`config.mk`:
```
export PLATFORM = sky130hd
export DESIGN_NAME = imem_boot_loader
export DESIGN_NICKNAME = d
export VERILOG_FILES = /design/src/rtl/imem_boot_loader_pkg.sv /design/src/rtl/imem_boot_loader_byte_timeout.sv /design/src/rtl/imem_boot_loader.sv
export SDC_FILE = /design/constraint.sdc
export NUM_CORES = 1
export LEC_CHECK = 0
export BUFFER_PORTS_ARGS = -buffer_cell sky130_fd_sc_hd__buf_2
export CORE_UTILIZATION = 45
export DETAILED_ROUTE_END_ITERATION = 6
export HOLD_SLACK_MARGIN = 0.15
export PLACE_DENSITY_LB_ADDON = 0.12
export SLEW_MARGIN = 0
export SYNTH_ARGS = -nofsm -noshare
export SYNTH_HDL_FRONTEND = slang
export SYNTH_SLANG_ARGS = --single-unit
```
`constraint.sdc`:
```
create_clock -name clk_i -period 2.38 [get_ports clk_i]
set_input_delay 0.238 -clock clk_i [delete_from_list [all_inputs] [get_ports clk_i]]
set_output_delay 0.238 -clock clk_i [all_outputs]
set_load 0.02 [all_outputs]
```
`src/rtl/imem_boot_loader_pkg.sv`:
```
// Shared definitions for the instruction-memory boot loader: FSM states, response bytes and
// the word-index to byte-address helper.
package imem_boot_loader_pkg;

  typedef enum logic [2:0] {
    StIdle,
    StLenHi,
    StLenLo,
    StData,
    StChk,
    StAck,
    StNak,
    StDone
  } state_e;

  localparam logic [7:0] AckByte    = 8'h06;
  localparam logic [7:0] NakByte    = 8'h15;
  localparam logic [7:0] DefHdrByte = 8'hA5;

  // Word index to word-aligned byte address in the IF fetch-address format.
  function automatic logic [30:0] word_addr(input logic [15:0] idx);
    return {13'd0, idx, 2'b00};
  endfunction

endpackage

```
`src/rtl/imem_boot_loader_byte_timeout.sv`:
```
// Inter-byte watchdog: counts enabled idle cycles and pulses expire_o once Limit is reached.
module imem_boot_loader_byte_timeout #(
  parameter int unsigned Limit = 1_000_000
) (
  input  logic clk_i,
  input  logic reset_i,
  input  logic clr_i,
  input  logic en_i,
  output logic expire_o
);

  logic [31:0] cnt_q, cnt_d;

  always_comb begin
    cnt_d = cnt_q;
    if (clr_i || !en_i) begin
      cnt_d = '0;
    end else begin
      cnt_d = cnt_q + 32'd1;
    end
  end

  // Limit of zero disables the watchdog entirely.
  assign expire_o = (Limit != 0) && en_i && !clr_i && (cnt_q == 32'(Limit - 1));

  always_ff @(posedge clk_i) begin
    if (reset_i) begin
      cnt_q <= '0;
    end else begin
      cnt_q <= cnt_d;
    end
  end

endmodule

```
`src/rtl/imem_boot_loader.sv`:
```
// Receives a framed program image over the UART, writes it into instruction RAM and releases
// the CPU from reset once the image checksum matches.
module imem_boot_loader
  import imem_boot_loader_pkg::*;
#(
  parameter int unsigned MaxWords = 256,
  parameter logic [7:0]  HdrByte  = DefHdrByte,
  parameter int unsigned Timeout  = 1_000_000
) (
  input  logic        clk_i,
  input  logic        reset_i,
  input  logic [7:0]  rx_data_i,
  input  logic        rx_valid_i,
  input  logic        tx_busy_i,
  output logic [7:0]  tx_data_o,
  output logic        tx_start_o,
  output logic        imem_we_o,
  output logic [30:0] imem_waddr_o,
  output logic [31:0] imem_wdata_o,
  output logic        cpu_hold_o,
  output logic        boot_done_o,
  output logic        boot_err_o
);

  localparam int unsigned IdxW = $clog2(MaxWords) + 1;

  state_e            state_q, state_d;
  logic [15:0]       len_q, len_d;
  logic [IdxW-1:0]   idx_q, idx_d;
  logic [1:0]        bcnt_q, bcnt_d;
  logic [23:0]       word_q, word_d;
  logic [7:0]        sum_q, sum_d;
  logic              we_q, we_d;
  logic [30:0]       waddr_q, waddr_d;
  logic [31:0]       wdata_q, wdata_d;
  logic              err_q, err_d;
  logic              active;
  logic              expire;

  assign active = (state_q == StLenHi) || (state_q == StLenLo) ||
                  (state_q == StData)  || (state_q == StChk);

  imem_boot_loader_byte_timeout #(
    .Limit (Timeout)
  ) u_byte_timeout (
    .clk_i    (clk_i),
    .reset_i  (reset_i),
    .clr_i    (rx_valid_i || !active),
    .en_i     (active),
    .expire_o (expire)
  );

  always_comb begin
    state_d    = state_q;
    len_d      = len_q;
    idx_d      = idx_q;
    bcnt_d     = bcnt_q;
    word_d     = word_q;
    sum_d      = sum_q;
    we_d       = 1'b0;
    waddr_d    = waddr_q;
    wdata_d    = wdata_q;
    tx_start_o = 1'b0;
    tx_data_o  = 8'h00;

    unique case (state_q)
      StIdle: begin
        len_d  = '0;
        idx_d  = '0;
        bcnt_d = '0;
        sum_d  = '0;
        if (rx_valid_i && (rx_data_i == HdrByte)) begin
          state_d = StLenHi;
        end
      end
      StLenHi: begin
        if (rx_valid_i) begin
          len_d   = {rx_data_i, 8'h00};
          state_d = StLenLo;
        end
      end
      StLenLo: begin
        if (rx_valid_i) begin
          len_d = {len_q[15:8], rx_data_i};
          if ((len_d == 16'd0) || ({16'd0, len_d} > MaxWords)) begin
            state_d = StNak;
          end else begin
            state_d = StData;
          end
        end
      end
      StData: begin
        if (rx_valid_i) begin
          sum_d  = sum_q + rx_data_i;
          bcnt_d = bcnt_q + 2'd1;
          if (bcnt_q == 2'd3) begin
            we_d    = 1'b1;
            waddr_d = word_addr(16'(idx_q));
            wdata_d = {word_q, rx_data_i};
            idx_d   = idx_q + IdxW'(1);
            if (16'(idx_q) + 16'd1 == len_q) begin
              state_d = StChk;
            end
          end else begin
            word_d = {word_q[15:0], rx_data_i};
          end
        end
      end
      StChk: begin
        if (rx_valid_i) begin
          state_d = (rx_data_i == sum_q) ? StAck : StNak;
        end
      end
      StAck: begin
        tx_data_o = AckByte;
        if (!tx_busy_i) begin
          tx_start_o = 1'b1;
          state_d    = StDone;
        end
      end
      StNak: begin
        tx_data_o = NakByte;
        if (!tx_busy_i) begin
          tx_start_o = 1'b1;
          state_d    = StIdle;
        end
      end
      StDone: begin
      end
      default: state_d = StIdle;
    endcase

    // Watchdog only fires in active states on cycles without a byte.
    if (expire) begin
      state_d = StNak;
    end

    err_d = (state_d == StNak) && (state_q != StNak);
  end

  always_ff @(posedge clk_i) begin
    if (reset_i) begin
      state_q <= StIdle;
      len_q   <= '0;
      idx_q   <= '0;
      bcnt_q  <= '0;
      word_q  <= '0;
      sum_q   <= '0;
      we_q    <= 1'b0;
      waddr_q <= '0;
      wdata_q <= '0;
      err_q   <= 1'b0;
    end else begin
      state_q <= state_d;
      len_q   <= len_d;
      idx_q   <= idx_d;
      bcnt_q  <= bcnt_d;
      word_q  <= word_d;
      sum_q   <= sum_d;
      we_q    <= we_d;
      waddr_q <= waddr_d;
      wdata_q <= wdata_d;
      err_q   <= err_d;
    end
  end

  assign imem_we_o    = we_q;
  assign imem_waddr_o = waddr_q;
  assign imem_wdata_o = wdata_q;
  assign boot_err_o   = err_q;
  assign cpu_hold_o   = (state_q != StDone);
  assign boot_done_o  = (state_q == StDone);

endmodule

```
Word level (Yosys, flattened, before mapping)
Index checks and enable logic that the tools add are counted.

Word-level logic and storage cells: 94. Output and inout bits: 76. Register bits after elaboration: 137. Input port bits: 12.

Add/subtract/negate cells: 5. Bitwise operators: 4. Mux-type cells: 27. Reduce and logical (&&, ||, !) cells: 26. Order comparisons: 1. Eq/ne operators: 19.

Operators with widths (number): case mux 16 bit (3 select lines) (1); two-way mux 3 bit (11); adder 32 x 1 -> 32 bit, second input constant (1); == test 32 x 20 -> 1 bit, second input constant (1); case mux 3 bit (7 select lines) (1); two-way mux 9 bit (2); case mux 9 bit (2 select lines) (1); == test 10 x 16 -> 1 bit (1); greater-than comparator 16 x 9 -> 1 bit, second input constant (1); zero test 16 bit (1); two-way mux 16 bit (1); two-way mux 8 bit (2); case mux 8 bit (2 select lines) (1); == test 3 bit, second input constant (5); AND reduction 3 bit (5); adder 9 x 1 -> 10 bit, second input constant (1); case mux 5 bit (2 select lines) (1); adder 9 x 1 -> 9 bit, second input constant (1); adder 8 bit (1); == test 8 bit (1); == test 8 bit, second input constant (1); == test 3 x 2 -> 1 bit, second input constant (2); logical OR 1 bit (6); != test 2 bit, second input constant (3); 17 further kinds (30).

Logic depth before layout (Yosys ltp)
Gate-level depths: netlist of run 1.

Depth after elaboration: 12. Depth in mapped cells: 9. Gate-level depth less buffers: 9.

By module
Synthesis of run 1 repeated with hierarchy kept, for this count alone.

Cell total of the unflattened synthesis: 808. Area total of the unflattened synthesis: 6560.0 µm².

By module, submodules not included: imem_boot_loader (cells an instance 623, area each 4978.5 µm², times used 1, seq. area each 2102.0 µm²); imem_boot_loader_byte_timeout (cells an instance 185, area each 1581.5 µm², times used 1, seq. area each 640.6 µm²).

Least setup slack after synthesis of run 1
OpenSTA, ideal clock, no wires.

Path type: register to register. Start point: register idx_q[0]. End point: register err_q, in the netlist boot_err_o. Slack: 0.426 ns. Clock period less this slack: 1.954 ns. Data required time: 2.320 ns. Cell stages (with the launch flop): 9. Buffers on the path: 0. Setup time: 0.060 ns. Arrival time: 1.895 ns. Cells stage by stage: dfxtp_1 > ha_1 > xnor2_1 > nand2_1 > or4_4 > nor4b_2 > nand3_1 > a21oi_2 > and3_1.

Longest elaborated chain between the ends: 9.

Ends and longest elaborated chain: start: declaration (line imem_boot_loader.sv:29) `logic [IdxW-1:0] idx_q, idx_d;`; start signal: assignment (line imem_boot_loader.sv:156) `idx_q <= idx_d;`; adder 9 x 1 -> 10 bit (line imem_boot_loader.sv:101) `if (16'(idx_q) + 16'd1 == len_q) begin`; == test 10 x 16 -> 1 bit (line imem_boot_loader.sv:101); two-way mux 3 bit (line imem_boot_loader.sv:101); two-way mux 3 bit (line imem_boot_loader.sv:96) `if (bcnt_q == 2'd3) begin`; two-way mux 3 bit (line imem_boot_loader.sv:93) `if (rx_valid_i) begin`; case mux 3 bit (7 select lines) (line imem_boot_loader.sv:66) `unique case (state_q)`; two-way mux 3 bit (line imem_boot_loader.sv:134) `if (expire) begin`; == test 3 bit (line imem_boot_loader.sv:138) `err_d = (state_d == StNak) && (state_q != StNak);`; logical AND 1 bit (line imem_boot_loader.sv:138); end signal: assignment (line imem_boot_loader.sv:163) `err_q <= err_d;`; end: declaration (line imem_boot_loader.sv:36) `logic err_q, err_d;`.

No other way between the ends. A chain may end at the register's enable or synchronous reset.

Worst setup path after layout of run 1
Start point: input port rx_data_i[2]. End point: register state_q[1].

Longest elaborated chain between the ends: 5. Elaborated cells on any way between the ends: 8. Classes of those cells: eq/ne: 2; mux: 5; reduce/logical: 1.

Ends and longest elaborated chain: start: declaration (line imem_boot_loader.sv:12) `input logic [7:0] rx_data_i,`; == test 8 bit, on equally long branches (line imem_boot_loader.sv:111, imem_boot_loader.sv:72); two-way mux 2 bit or logical AND 1 bit (tied branches) (line imem_boot_loader.sv:111, imem_boot_loader.sv:72); two-way mux 3 bit, on equally long branches (line imem_boot_loader.sv:110, imem_boot_loader.sv:72); case mux 3 bit (7 select lines) * (line imem_boot_loader.sv:66); two-way mux 3 bit * (line imem_boot_loader.sv:134); end signal: assignment (line imem_boot_loader.sv:143) `state_q <= StIdle;`; end signal: assignment (line imem_boot_loader.sv:154) `state_q <= state_d;`; end: declaration (line imem_boot_loader.sv:27) `state_e state_q, state_d;`.

Mark *: on every way between the ends. The rest lies on a longest branch, timed or not.

==> metrics.txt, run 1 <==
internal power=3.90 mW; post-layout util=0.547; Multi-input gate area=between 3000 and 4000 sq um; top cell type's share of synthesized area=0.440; Worst-Margin Slew=0.598 ns; Combinational Power Share=0.027; Cells after Synth=between 700 and 800; DRT antenna net count=0; Syn-to-layout area delta=17.5%; Reg clk slew, reported paths=0.06 ns; switch share=0.224; clock share of power=0.516; WP data required=2.67 ns; Leak=2.74 nW; maximum buffer depth of the clock tree=2; Synth area leaders=dfxtp_1, nand2_1, a21oi_1; Via Count=5468; latest clock arrival within the worst-skew pair=0.43 ns; Reg area=about 2700 sq um; first-pass GRT wire length=roughly 25000 um; IO Pins=88; Mapped Area=6240 sq um; Critical Path AT=about 2.6 ns; vias per std cell=roughly 5.3; largest net degree at the start of global routing=105; RSZ-0062 raised after global routing=yes; Num CTS Buffers=17; most common flop cell mapped by yosys=dfxtp_1; final wirelength=14900 um; YS warnings=0; final clock skew=0.0183 ns; vias in the first global route=4954; clock sink count=137; Post-synth EDFFs=0; DR WL/cell=14.3 um; # Max-Cap Violations=0; layout cells sized above 1=0.158; filler-free cell count of the finished design=1039; dpl cells=1000; NetSw=1.13 mW; f_max=about 0.43 GHz; setup repair bufs after CTS=0; nets@finish=873; area leader, netlist=dfxtp_1; gr ovfl total=0; H-tree depth=4; post-route clock period utilization=0.983; ANT cells=0; FF+latch count, synth=137; HP Class=primary input to register; Slew Limit Headroom=0.600; height of the die=120 um; Post-synth ARST share=0; DP HPWL=9900 um; Total GRT Usage=0.219; first-pass iteration count of the detailed router=5; Total Die Area=14300 sq um; # fillers=1256; Die W=120 um; Root Driver=clkbuf_16; critical path capture point type=register; Crit Path Max Fanout=7; Buffers on Ports=61; peak supply drop=490 uV; core area=13400 sq um; Tmin final=approximately 2.3 ns; commonest non-fill, non-tap cells in the layout=nand2_1, dfxtp_1, a21oi_1, nor2_1, buf_2; 1st-iter DRT viols=375; register area share after synthesis=0.440; WS Path Type=primary input to register; Pwr per Cell Area=686 nW/um^2; Row Count=42; CTS tree=yes; Residual DRC=0; Synth cell types=58; Total Power=5.03 mW; syn_area_per_cell=7.85 sq um; status=finished clean; Sequential Power Share=0.456; Fin. Hold Viols=0; gpl congestion=0.871; Max Slew Vio Count=0; Starting Density=0.466; critical path startpoint category=primary input; commonest non-fill, non-tap cell in the layout=nand2_1; Setup Viol. Count Final=0; initial antenna violation count=0
[power by group through the flow]
| stage | Sequential (mW) | Clock, mW | Combinational [mW] |
|---|---|---|---|
| 3_5_place_dp | 2.34 | 0 | 0.125 |
| 6_report | 2.29 | 2.60 | 0.138 |
| 3_3_place_gp | 2.34 | 0 | 0.123 |
| 4_1_cts | 2.29 | 2.66 | 0.134 |
| 5_1_grt | 2.29 | 2.76 | 0.148 |
| 2_1_floorplan | 2.34 | 0 | 0.118 |
[state kept, by name, indices dropped and copies added (netlist names)]
signal,count
imem_waddr_o,9
sum_q,8
state_q,3
imem_wdata_o,32
u_byte_timeout.cnt_q,32
len_q,16
word_q,24
imem_we_o,1
bcnt_q,2
boot_err_o,1
idx_q,9
[per-stage QoR]
step / setup TNS, ns / cell area [sq um] / setup slack (ns) / hold WS, ns
2_1_floorplan: 0 / 6330 / 0.426 / 0.374
3_3_place_gp: 0 / 6620 / 0.210 / 0.438
3_5_place_dp: 0 / 6620 / 0.171 / 0.444
4_1_cts: 0 / 7270 / 0.0655 / 0.152
5_1_grt: -0.0169 / 7330 / -0.0169 / 0.161
6_report: 0 / 7330 / 0.0415 / 0.163
[layer usage]
metal	GRT usage	wire length (um)	share of wire	vias up
met5	0	0	0	-
met1	0.288	7080	0.48	2546
met3	0.0542	649	0.044	21
met4	0.0867	245	0.016	0
met2	0.342	6910	0.46	151
li1	-	-	-	2750
[worst paths after layout]
kind	startpoint	endpoint	slack [ns]	cells after the start
worst max-delay path	rx_data_i[2]	state_q[1]	0.04	9
worst min-delay path	rx_data_i[5]	imem_wdata_o[5]	0.16	3
worst max register to register	idx_q[0]	state_q[1]	0.20	8
worst min register to register	imem_waddr_o[2]	imem_waddr_o[2]	0.45	2
[worst max-delay path, stage by stage]
cell           delay [ns]
dlygate4sd3_1        0.53
buf_2                0.18
ha_1                 0.37
nor4_2               0.31
nand3_1              0.16
a31o_2               0.28
mux2_2               0.27
a211oi_1             0.23
nor2_1               0.06
[cell type report]
class,count,area share
sequential,137,0.374
inverter,7,0.00358
timing repair buffer,84,0.0713
multi-input combinational,603,0.441
clock buffer,19,0.0604
clock inverter,13,0.0193
tap,176,0.0300
[synthesized netlist by cell type (4+ instances only)]
cell type	n
xnor2_1	16
or4_1	4
o21ai_0	16
a21oi_1	94
dfxtp_1	137
nand2b_1	6
nor4_1	13
buf_4	27
clkbuf_1	35
nand3_1	28
inv_1	6
nor3_1	16
and3_1	5
a22oi_1	16
nand2_1	177
ha_1	10
nor4b_1	4
nand4_1	10
buf_2	7
nor2_1	86
or3_1	5
xor2_1	26
[kinds of logic after synthesis]
group / after synthesis / synth area share
flip-flops: 137 / 0.440
AND/OR/NAND/NOR: 372 / 0.267
adder cells (fa/ha/maj): 11 / 0.0233
other: 1 / 0.000601
multiplexers: 3 / 0.00521
AO/OA/AOI/OAI: 148 / 0.135
buffers and inverters: 80 / 0.0670
XOR/XNOR: 43 / 0.0616
[what timing repair did]
action / 4_1_cts / 5_1_grt
hold buffers: 7 / 0
endpoints found under the setup margin: 0 / 6
endpoints found under the hold margin: 12 / 0
resized for setup: 0 / 11
Power figures use the tool's default switching activity.
==> run 2, diff against run 1 <==
==> constraint.sdc (replaced) <==
create_clock -name clk_i -period 2.3 [get_ports clk_i]
set_input_delay 0.23 -clock clk_i [delete_from_list [all_inputs] [get_ports clk_i]]
set_output_delay 0.23 -clock clk_i [all_outputs]
set_load 0.02 [all_outputs]
==> run 2 against run 1 <==
Compared with the run above: clock skew is 0.0046 ns lower; core utilization about the same; routed wire length hardly changed; non-clock buffer count increased by 3; worst setup slack worse by 0.010 ns; sequential cell count unchanged; critical path type unchanged; highest routed layer unchanged.
==> metrics.txt, run 2 (same netlist as run 1, synthesis figures left out) <==
critical path capture point type=register; layout cells sized above 1=0.164 (+0.00638); f_max=0.441 GHz; critical path startpoint category=primary input; Critical Path Most Common Cell=a21oi_1; RSZ-0062 raised after global routing=yes; Root Driver=clkbuf_16; CTS tree=yes; Reg clk slew, reported paths=0.06 ns (about the same); critical path cell sequence=dlygate4sd3_1 > buf_2 > or4_4 > or4_1 > a21oi_1 > a21oi_1 > a21oi_1 > a21oi_1 > and3_1; worst stage delay on the critical path=0.56 ns (+0.03 ns); Die W=120 um (unchanged); 1st-iter DRT viols=493 (+31%); WP data required=2.61 ns (-0.06 ns); vias per std cell=5.35 (+1.6%); initial antenna violation count=0 (unchanged); ANT cells=0 (unchanged); IO Pins=88 (unchanged); DP HPWL=10200 um (+2.8%); setup repair bufs after CTS=0 (unchanged); Tmin final=2.27 ns; hold_ws=0.214 ns (+0.0506 ns); Fin. Hold Viols=0 (unchanged); Starting Density=0.466 (unchanged); Max Slew Vio Count=0 (unchanged); largest net degree at the start of global routing=60 (-43%); DRT antenna net count=0 (unchanged); latest clock arrival within the worst-skew pair=0.43 ns (about the same); first-pass iteration count of the detailed router=6 (+1); Worst-Margin Slew=0.628 ns (+0.0298 ns); clock sink count=137 (unchanged); final clock skew=0.0137 ns (-0.00458 ns); HP Class=primary input to register; gr ovfl total=0 (unchanged); peak supply drop=556 uV (+14%); nets@finish=876 (+0.34%); Buffers on Ports=61 (unchanged); worst slack at placement=0.106 ns (-0.0649 ns); Total GRT Usage=0.220 (+0.00188); slowest cell on the critical path=or4_4; first-pass GRT wire length=25000 um (+2.0%); Via Count=5574 (+1.9%); # Max-Cap Violations=0 (unchanged); maximum buffer depth of the clock tree=2 (unchanged); height of the die=120 um (unchanged); Slew Limit Headroom=0.580 (-0.0199); Leak=2.76 nW (+0.63%); Multi-input gate area=3230 sq um (about the same); core area=13400 sq um (unchanged); Residual DRC=0 (unchanged); H-tree depth=4 (unchanged); Num CTS Buffers=17 (unchanged); Reg area=2740 sq um (unchanged); DR WL/cell=14.3 um (-0.27%); Total Die Area=14300 sq um (unchanged); vias in the first global route=5079 (+2.5%); Syn-to-layout area delta=17.4% (about the same); Pwr per Cell Area=709 nW/um^2 (+3.3%); gpl congestion=0.866 (-0.54%); # fillers=1292 (+2.9%); commonest non-fill, non-tap cells in the layout=nand2_1, dfxtp_1, a21oi_1, nor2_1, buf_2; post-route clock period utilization=0.986; Crit Path Max Fanout=7 (unchanged); Setup Viol. Count Final=0 (unchanged); Critical Path AT=2.58 ns (-0.05 ns); WS Path Type=primary input to register; status=finished clean; final wirelength=14900 um (about the same); Row Count=42 (unchanged); Final WS setup=0.0311 ns (-0.0104 ns); commonest non-fill, non-tap cell in the layout=nand2_1
## run 2: per-layer routing
metal	vias up	routed length (um)	GRT usage
met5	-	0	0
met2	171	6780	0.334
li1	2770	-	-
met1	2614	7170	0.302
met4	0	240	0.0930
met3	19	709	0.0471
## run 2: worst paths after layout
kind / from / end / slack (ns) / cells after the start
worst min-delay path: rx_valid_i / sum_q[5] / 0.21 / 3
worst min register to register: imem_wdata_o[16] / imem_wdata_o[16] / 0.45 / 2
worst max-delay path: rx_data_i[1] / boot_err_o / 0.03 / 9
worst max register to register: u_byte_timeout.cnt_q[2] / u_byte_timeout.cnt_q[23] / 0.20 / 7
## run 2: area by class of cell
| class | instances | share of cell area |
|---|---|---|
| Timing Repair Buffer | 87 | 0.0704 |
| Inverter | 7 | 0.00359 |
| Clock inverter | 13 | 0.0196 |
| Tap cell | 176 | 0.0301 |
| Clock buffer | 19 | 0.0605 |
| Sequential cell | 137 | 0.375 |
| Multi-Input combinational cell | 603 | 0.441 |
## run 2: report_power, final
group	switching [mW]	internal, mW
clock	1.04	1.63
sequential	0.000261	2.37
combinational	0.111	0.0333
## run 2: critical path, delay by kind of cell
kind                   cells  cell delay, ns
AOI/OAI and AO/OA          4            0.45
buffers and inverters      2            0.71
and+or+nand+nor            3            1.19
## run 2: what timing repair did
| action | in CTS | in global routing |
|---|---|---|
| setup endpoints to repair | 0 | 11 |
| hold endpoints to repair | 7 | 0 |
| resized for setup | 0 | 12 |
| hold buffers | 5 | 0 |
## run 2: stage by stage
stage | utilization | instance area [sq um] | setup TNS (ns) | cells | total power, mW
floorplan | - | 6330 | 0 | 820 | 2.55
global placement | 0.495 | 6630 | 0 | 1005 | 2.56
CTS | 0.542 | 7270 | 0 | 1042 | 5.25
finish | 0.547 | 7330 | 0 | 1042 | 5.19
detailed placement | 0.495 | 6630 | 0 | 1005 | 2.56
global route | 0.547 | 7330 | -0.0824 | 1042 | 5.37
